File: src/rtl/mem_bus_arbiter_pkg.sv
`default_nettype none
// ============================================================================
// mem_bus_arbiter_pkg : bus tags, FSM/client encodings and line geometry
// Rev 1.0
// ============================================================================
package mem_bus_arbiter_pkg;

  localparam logic [12:0] MEM_READ_TAG     = 13'h00A5;
  localparam logic [12:0] MEM_WRITE_TAG    = 13'h015A;
  localparam int          LINE_OFFSET_BITS = 6;

  typedef enum logic [2:0] {
    IDLE  = 3'd0,
    REQ   = 3'd1,
    WDATA = 3'd2,
    WRESP = 3'd3,
    RDATA = 3'd4,
    DONE  = 3'd5
  } arb_state_t;

  typedef enum logic [1:0] {
    NONE  = 2'd0,
    DATA  = 2'd1,
    INSTR = 2'd2,
    WB    = 2'd3
  } client_id_t;

endpackage
`default_nettype wire

File: src/rtl/mem_bus_arbiter_line.sv
`default_nettype none
// ============================================================================
// mem_line_assembler : beat counter plus line register; serves write beats
// out and captures read beats in, beat 0 in the LSBs.
// Rev 1.0
// ============================================================================
module mem_line_assembler #(
  parameter int DATA_W = 64,
  parameter int BEATS  = 8,
  parameter int CNT_W  = $clog2(BEATS)
) (
  input  logic                    clk,
  input  logic                    reset,
  input  logic                    load_i,
  input  logic [BEATS*DATA_W-1:0] line_i,
  input  logic                    store_i,
  input  logic [DATA_W-1:0]       beat_i,
  input  logic                    adv_i,
  output logic [CNT_W-1:0]        cnt_o,
  output logic [DATA_W-1:0]       beat_o,
  output logic [BEATS*DATA_W-1:0] line_o
);

  logic [BEATS-1:0][DATA_W-1:0] line_q;
  logic [CNT_W-1:0]             cnt_q;

  // The counter wraps naturally after the last beat, so it is 0 on entry to DONE.
  always_ff @(posedge clk) begin
    if (!reset) begin
      line_q <= '0;
      cnt_q  <= '0;
    end else if (load_i) begin
      line_q <= line_i;
      cnt_q  <= '0;
    end else begin
      if (store_i) line_q[cnt_q] <= beat_i;
      if (adv_i)   cnt_q         <= cnt_q + 1'b1;
    end
  end

  assign cnt_o  = cnt_q;
  assign beat_o = line_q[cnt_q];
  assign line_o = line_q;

endmodule
`default_nettype wire

File: src/rtl/mem_bus_arbiter.sv
`default_nettype none
// ============================================================================
// mem_bus_arbiter : shares one memory bus among writeback, data-miss and
// instruction-miss clients, one whole-line transaction at a time.
// Optional build macro: ARB_ROUND_ROBIN_EN (data/instr alternate priority).
// Rev 1.0
// ============================================================================
module mem_bus_arbiter
  import mem_bus_arbiter_pkg::*;
#(
  parameter int DATA_W = 64,
  parameter int TAG_W  = 13,
  parameter int ADDR_W = 64,
  parameter int BEATS  = 8
) (
  input  logic                    clk,
  input  logic                    reset,
  input  logic                    wb_valid,
  input  logic [ADDR_W-1:0]       wb_addr,
  input  logic [BEATS*DATA_W-1:0] wb_line,
  output logic                    wb_ready,
  output logic                    wb_done,
  input  logic                    dr_valid,
  input  logic [ADDR_W-1:0]       dr_addr,
  output logic                    dr_ready,
  input  logic                    ir_valid,
  input  logic [ADDR_W-1:0]       ir_addr,
  output logic                    ir_ready,
  output logic                    fill_valid,
  output logic [1:0]              fill_client,
  output logic [ADDR_W-1:0]       fill_addr,
  output logic [BEATS*DATA_W-1:0] fill_line,
  output logic                    bus_reqcyc,
  input  logic                    bus_reqack,
  output logic [DATA_W-1:0]       bus_req,
  output logic [TAG_W-1:0]        bus_reqtag,
  input  logic                    bus_respcyc,
  output logic                    bus_respack,
  input  logic [DATA_W-1:0]       bus_resp,
  input  logic [TAG_W-1:0]        bus_resptag
);

  localparam int               CNT_W     = $clog2(BEATS);
  localparam logic [CNT_W-1:0] LAST_BEAT = CNT_W'(BEATS - 1);
  localparam logic [ADDR_W-1:0] OFF_MASK = ADDR_W'((1 << LINE_OFFSET_BITS) - 1);

  arb_state_t              state_q, state_d;
  client_id_t              client_q, client_d;
  logic [ADDR_W-1:0]       addr_q, addr_d;
  logic                    grant_wb, grant_dr, grant_ir, grant_any;
  logic                    rd_beat, wr_resp;
  logic [CNT_W-1:0]        beat_cnt;
  logic [DATA_W-1:0]       wr_beat;
  logic [BEATS*DATA_W-1:0] line;

`ifdef ARB_ROUND_ROBIN_EN
  logic last_instr_q;

  // Starts as "instruction granted" so data wins the first tie.
  always_ff @(posedge clk) begin
    if (!reset)        last_instr_q <= 1'b1;
    else if (grant_dr) last_instr_q <= 1'b0;
    else if (grant_ir) last_instr_q <= 1'b1;
  end
`endif

  always_comb begin
    grant_wb = 1'b0;
    grant_dr = 1'b0;
    grant_ir = 1'b0;
    if (state_q == IDLE && reset) begin
      if (wb_valid) begin
        grant_wb = 1'b1;
      end else if (dr_valid && ir_valid) begin
`ifdef ARB_ROUND_ROBIN_EN
        grant_dr = last_instr_q;
        grant_ir = !last_instr_q;
`else
        grant_dr = 1'b1;
`endif
      end else begin
        grant_dr = dr_valid;
        grant_ir = ir_valid;
      end
    end
  end

  assign grant_any = grant_wb | grant_dr | grant_ir;
  assign rd_beat   = (state_q == RDATA) && bus_respcyc && (bus_resptag == TAG_W'(MEM_READ_TAG));
  assign wr_resp   = (state_q == WRESP) && bus_respcyc && (bus_resptag == TAG_W'(MEM_WRITE_TAG));

  always_comb begin
    state_d  = state_q;
    client_d = client_q;
    addr_d   = addr_q;
    case (state_q)
      IDLE: if (grant_any) begin
        state_d  = REQ;
        client_d = grant_wb ? WB : (grant_dr ? DATA : INSTR);
        addr_d   = (grant_wb ? wb_addr : (grant_dr ? dr_addr : ir_addr)) & ~OFF_MASK;
      end
      REQ:     if (bus_reqack) state_d = (client_q == WB) ? WDATA : RDATA;
      WDATA:   if (beat_cnt == LAST_BEAT) state_d = WRESP;
      WRESP:   if (wr_resp) state_d = DONE;
      RDATA:   if (rd_beat && beat_cnt == LAST_BEAT) state_d = DONE;
      DONE:    state_d = IDLE;
      default: state_d = IDLE;
    endcase
  end

  always_ff @(posedge clk) begin
    if (!reset) begin
      state_q  <= IDLE;
      client_q <= NONE;
      addr_q   <= '0;
    end else begin
      state_q  <= state_d;
      client_q <= client_d;
      addr_q   <= addr_d;
    end
  end

  mem_line_assembler #(
    .DATA_W (DATA_W),
    .BEATS  (BEATS),
    .CNT_W  (CNT_W)
  ) u_line_asm (
    .clk     (clk),
    .reset   (reset),
    .load_i  (grant_any),
    .line_i  (grant_wb ? wb_line : '0),
    .store_i (rd_beat),
    .beat_i  (bus_resp),
    .adv_i   ((state_q == WDATA) | rd_beat),
    .cnt_o   (beat_cnt),
    .beat_o  (wr_beat),
    .line_o  (line)
  );

  assign wb_ready    = grant_wb;
  assign dr_ready    = grant_dr;
  assign ir_ready    = grant_ir;
  assign wb_done     = (state_q == DONE) && (client_q == WB);
  assign fill_valid  = (state_q == DONE) && (client_q != WB);
  assign fill_client = fill_valid ? client_q : 2'd0;
  assign fill_addr   = fill_valid ? addr_q : '0;
  assign fill_line   = fill_valid ? line : '0;
  assign bus_reqcyc  = (state_q == REQ) || (state_q == WDATA);
  assign bus_req     = (state_q == REQ)   ? DATA_W'(addr_q) :
                       (state_q == WDATA) ? wr_beat : '0;
  assign bus_reqtag  = (state_q != REQ)   ? '0 :
                       (client_q == WB)   ? TAG_W'(MEM_WRITE_TAG) : TAG_W'(MEM_READ_TAG);
  assign bus_respack = rd_beat | wr_resp;

endmodule
`default_nettype wire

File: config.mk
export PLATFORM = sky130hd
export DESIGN_NAME = mem_bus_arbiter
export DESIGN_NICKNAME = d
export VERILOG_FILES = /design/src/rtl/mem_bus_arbiter_pkg.sv /design/src/rtl/mem_bus_arbiter_line.sv /design/src/rtl/mem_bus_arbiter.sv
export SDC_FILE = /design/constraint.sdc
export NUM_CORES = 2
export LEC_CHECK = 0
export BUFFER_PORTS_ARGS = -buffer_cell sky130_fd_sc_hd__buf_2
export CORE_AREA = 2 2 558 560
export DETAILED_ROUTE_END_ITERATION = 10
export DIE_AREA = 0 0 560 562
export GPL_TIMING_DRIVEN = 1
export HOLD_SLACK_MARGIN = 0.05
export MAX_ROUTING_LAYER = met4
export SETUP_SLACK_MARGIN = 0.2
export SLEW_MARGIN = 20
export SYNTH_ARGS = -nofsm -noshare
export SYNTH_HDL_FRONTEND = slang
export SYNTH_HIERARCHICAL = 1
export SYNTH_SLANG_ARGS = --single-unit
File: constraint.sdc
create_clock -name clk -period 5 [get_ports clk]
set_input_delay 1 -clock clk [delete_from_list [all_inputs] [get_ports clk]]
set_output_delay 1 -clock clk [all_outputs]
set_load 0.02 [all_outputs]
==> impl_metrics.json, run 1 <==
{
  "gp_congestion": 0.998,
  "worst_endpoint": "bus_req[9]",
  "synth_xor_area_share_pct": 0.0428,
  "first_global_vias": 46966,
  "grt_overflow_total": 0,
  "port_buffers": 1421,
  "yosysTopAreaCell": "dfxtp_1",
  "die_w_um": 560,
  "ys_seq_area_share_pct": 28.2,
  "cts_buffers": 85,
  "muxShareOfSynthArea_pct": 4.75,
  "grt_max_degree": 167,
  "synth_area_um2": 41000,
  "synth-async-reset-ratio_pct": 0,
  "synth_top_family_by_area": "simple AND/OR/NAND/NOR gates",
  "stop_error": "[ERROR DRT-0255] Maze Route cannot find path of net wb_line[121] in worker of routeBox ( 531300 289800 ) ( 560000 338100 ).",
  "cts_buffer_depth": 4,
  "outcome": "aborted with a tool error",
  "yosys_register_bits": 578,
  "synth-main-ff-cell": "dfxtp_1",
  "yosys.cell_types.count": 75,
  "die_h_um": 562,
  "synth_cells": 5413,
  "ys.warnings.count": 6,
  "holdBufCountCts": 0,
  "ys_top_cells_by_area": "dfxtp_1 (28%), and2_1 (8.9%), and3_1 (8.3%)",
  "stop_stage": "detailed routing",
  "htreeDepth": 3,
  "rows": 204,
  "grt_pass1_wl_um": 496000,
  "initial_core_util_pct": 13.3,
  "synth_compound_area_share_pct": 24.4,
  "ios": 1450,
  "yosys.area.top_type_share_pct": 28.2,
  "clkSinkCount": 578,
  "grt_antenna_before_repair": 378,
  "synthSimpleGateAreaFrac_pct": 34.4,
  "post-dp-hpwl_um": 305000,
  "syn_area_per_cell_um2": 7.57,
  "grtUsageTotal_pct": 24.4,
  "worst-ep-kind": "top-level output",
  "synthAdderAreaFrac_pct": 0.0305,
  "synth_edf_count": 0,
  "root_buffer": "clkbuf_16"
}
-- synthesized netlist by cell type (26+ instances only) --
cell	number
a22o_1	58
dfxtp_1	578
nand2_1	687
o21ai_0	127
mux2i_1	66
nand2b_1	70
a31oi_1	515
clkbuf_1	478
a22oi_1	39
o31ai_1	442
nand3_1	53
and3_1	543
or3_1	504
o21ai_1	43
mux2_2	26
mux4_2	42
a221oi_1	33
and2_1	582
buf_6	28
buf_2	166
buf_4	39
-- kinds of logic after synthesis --
group,count (synthesis)
muxes,137
adders and majority gates,1
buffers and inverters,736
other,1
AOI/OAI and AO/OA,1434
xor gates and xnor gates,2
DFF,578
and+or+nand+nor,2524
-- repair_timing --
item / 4_1_cts / 5_1_grt
gates resized for setup: 9 / 2
buffers inserted: 3 / 0
setup endpoints to repair: 14 / 1
endpoints found under the hold margin: 0 / 0
-- per-stage QoR --
stage                     hold WS [ns]  area (um^2)  setup slack [ns]  std cells
after global placement           0.458        52300             0.824      10402
after floorplan                  0.445        41000              1.86       5422
after global routing             0.428        55900             0.253      10815
after CTS                        0.375        55300             0.202      10554
after detailed placement         0.463        52300             0.831      10403
-- routing by layer --
metal / GRT usage [%]
met1: 26.8
met2: 36.6
met3: 8.28
met4: 17.8
met5: -
==> run 2: changes to the inputs <==
--- a/config.mk
+++ b/config.mk
@@ -6,13 +6,11 @@
 export NUM_CORES = 2
 export LEC_CHECK = 0
 export BUFFER_PORTS_ARGS = -buffer_cell sky130_fd_sc_hd__buf_2
-export CORE_AREA = 2 2 558 560
+export CORE_AREA = 2 2 561 563
 export DETAILED_ROUTE_END_ITERATION = 10
-export DIE_AREA = 0 0 560 562
+export DIE_AREA = 0 0 563 565
 export GPL_TIMING_DRIVEN = 1
-export HOLD_SLACK_MARGIN = 0.05
-export MAX_ROUTING_LAYER = met4
-export SETUP_SLACK_MARGIN = 0.2
+export PLACE_DENSITY_LB_ADDON = 0.15
 export SLEW_MARGIN = 20
 export SYNTH_ARGS = -nofsm -noshare
 export SYNTH_HDL_FRONTEND = slang
==> run 2 against run 1 <==
  * The run now ends clean
  * Global-route usage is 1.7 points lower
  * Synthesized cell count did not move
  * Area after synthesis is the same
==> impl_metrics.json, run 2 <==
{
  "maxSlewViolCount": 0,
  "final_layout_size_suffix_gt1_share_pct": 29.4,
  "grt_pass1_wl_um": 491000,
  "yosys.area.top_type_share_pct": 28.2,
  "finalWirelength_um": 379000,
  "startpoint": "u_line_asm/cnt_o[0]",
  "port_buffers": 1421,
  "vias_per_cell": 4.77,
  "drt-pass1-iter-count": 5,
  "drtIter0Drc": 5273,
  "yosys.cell_types.count": 75,
  "total_power_uw": 22800,
  "ys.warnings.count": 6,
  "ys_top_cells_by_area": "dfxtp_1 (28%), and2_1 (8.9%), and3_1 (8.3%)",
  "final_common_cell": "buf_2",
  "core-area_um2": 311000,
  "largest_register_ffs": 512,
  "required_ns": 4.00,
  "yosys_register_bits": 578,
  "synth_common_cells": "nand2_1 (687), and2_1 (582), dfxtp_1 (578)",
  "slowest_stage": "buf_4",
  "cts_buffer_depth": 3,
  "avgRoutedWirePerCell_um": 35.3,
  "worstSetupPathType": "flop to primary output",
  "synth_cells": 5413,
  "outcome": "complete, no violations",
  "clkSinkCount": 578,
  "grt_max_degree": 167,
  "clkTransAtPathRegs_ns": 0.05,
  "ys_seq_area_share_pct": 28.2,
  "wl_met2_um": 179000,
  "critPathBufInv": 2,
  "layout.nets": 7195,
  "timing.rr.start": "u_line_asm/cnt_o[0]",
  "routed-via-count": 51246,
  "rsz0062_at_grt": "false",
  "cts_tree": "yes",
  "post-route-period-util_pct": 95.2,
  "drc_errors": 0,
  "layout_common_cells": "buf_2 (1419), nand2_1 (687), and2_1 (579)",
  "relSlewSlack_pct": 19.4,
  "ios": 1450,
  "fmax_mhz": 210,
  "die_area_um2": 318000,
  "met3_length_um": 26300,
  "postCtsSetupRepairBufs": 0,
  "initial_core_util_pct": 13.2,
  "leakage_uw": 0.0239,
  "worstHoldStart": "addr_q[56]",
  "syn_area_per_cell_um2": 7.57,
  "synth_area_um2": 41000,
  "highest_layer": "met5",
  "grt_overflow_total": 0,
  "htreeDepth": 3,
  "fillCellCount": 36032,
  "crit_path_max_fanout": 34,
  "first_global_vias": 50421,
  "synth_edf_count": 0,
  "cpPeakStageDelay_ns": 0.66,
  "maxCapViolations": 0,
  "cp_cell_sequence": "buf_4 > mux4_2 > nand2_1 > nand2_1 > a22o_1 > buf_2",
  "wl_met1_um": 157000,
  "whs_ns": 0.471,
  "die_h_um": 565,
  "grtUsageTotal_pct": 22.6,
  "holdBufCountCts": 0,
  "die_w_um": 563,
  "post_cts_resized": 0,
  "crit_family": "buffers and inverters",
  "setup_tns_ns": 0,
  "pre_cts_ws_ns": 0.825,
  "worst_setup_path_end_kind": "primary output",
  "worst_slew_pin_slew_ns": 1.21,
  "peakVddDrop_uv": 209,
  "worst_path_most_repeated_cell": "nand2_1",
  "worstPathArrival_ns": 3.76,
  "area_delta_synth_final_pct": 35.8,
  "fin_ws_ns": 0.239,
  "hold_path_class": "flop to flop",
  "finalHoldViolCount": 0,
  "synth-async-reset-ratio_pct": 0,
  "post-dp-hpwl_um": 284000,
  "ant_nets": 0,
  "gp_congestion": 0.879,
  "fin_crit_ns": 4.76,
  "powerDensity_nw_per_um2": 410,
  "skew_ns": 0.0299,
  "worstSkewPairLatency_ns": 0.70,
  "setup_violations": 0,
  "rows": 205,
  "grt_antenna_before_repair": 151,
  "yosysMostFrequentCell": "nand2_1",
  "critPathLaunchType": "flop",
  "synth-main-ff-cell": "dfxtp_1",
  "yosysTopAreaCell": "dfxtp_1",
  "root_buffer": "clkbuf_16",
  "cts_buffers": 86
}
## run 2: cell counts after synthesis
No cell type changed its count.
## run 2: path summary, 6_finish.rpt
kind | end | slack [ns] | depth (start not counted)
min reg2reg | addr_q[56] | 0.47 | 2
max | bus_req[27] | 0.24 | 6
min | addr_q[56] | 0.47 | 2
max reg2reg | u_line_asm/line_o[349] | 1.51 | 6
## run 2: power breakdown
part           switching (uW)  internal (uW)
registers                1760           5930
logic                    6020           2810
clock network            2640           3650
## run 2: logic make-up after synthesis
group	Yosys count	share of synthesized area (%)
buffers and inverters	736	8.14
other	1	0.00915
xor gates and xnor gates	2	0.0428
muxes	137	4.75
and+or+nand+nor	2524	34.4
DFF	578	28.2
adders and majority gates	1	0.0305
AOI/OAI and AO/OA	1434	24.4
## run 2: worst register-to-register path, stage by stage (launching register included)
cell and delay (ns):
dfxtp_4 0.64, buf_4 0.59, buf_4 0.57, and4b_4 0.65, buf_12 0.45, o31ai_1 0.35, a31oi_1 0.18
## run 2: final cells by class
type                       count  area [um^2]  share of cell area (%)
clock buffer                 132         2610                    4.69
antenna                      145          363                   0.652
inverter                       9         47.5                  0.0855
sequential                   578        11600                    20.8
multi-input combinational   4108        26400                    47.4
clock inverter                12          140                   0.252
timing repair buffer        1623         9360                    16.8
tap                         4140         5180                    9.31
## run 2: metal layers
layer | global-route usage (%) | vias up
li1 | - | 22052
met1 | 28.3 | 25973
met2 | 38.2 | 2652
met3 | 4.55 | 495
met4 | 8.47 | 74
met5 | 0 | -
## run 2: metrics by stage
stage	instances	instance area [um^2]	utilization, %
after CTS	10602	55300	17.7
after detailed placement	10458	52500	16.9
after global routing	10712	55500	17.8
final	10747	55600	17.9
after floorplan	5422	41000	-
after global placement	10458	52500	16.9
Power figures use the tool's default switching activity.
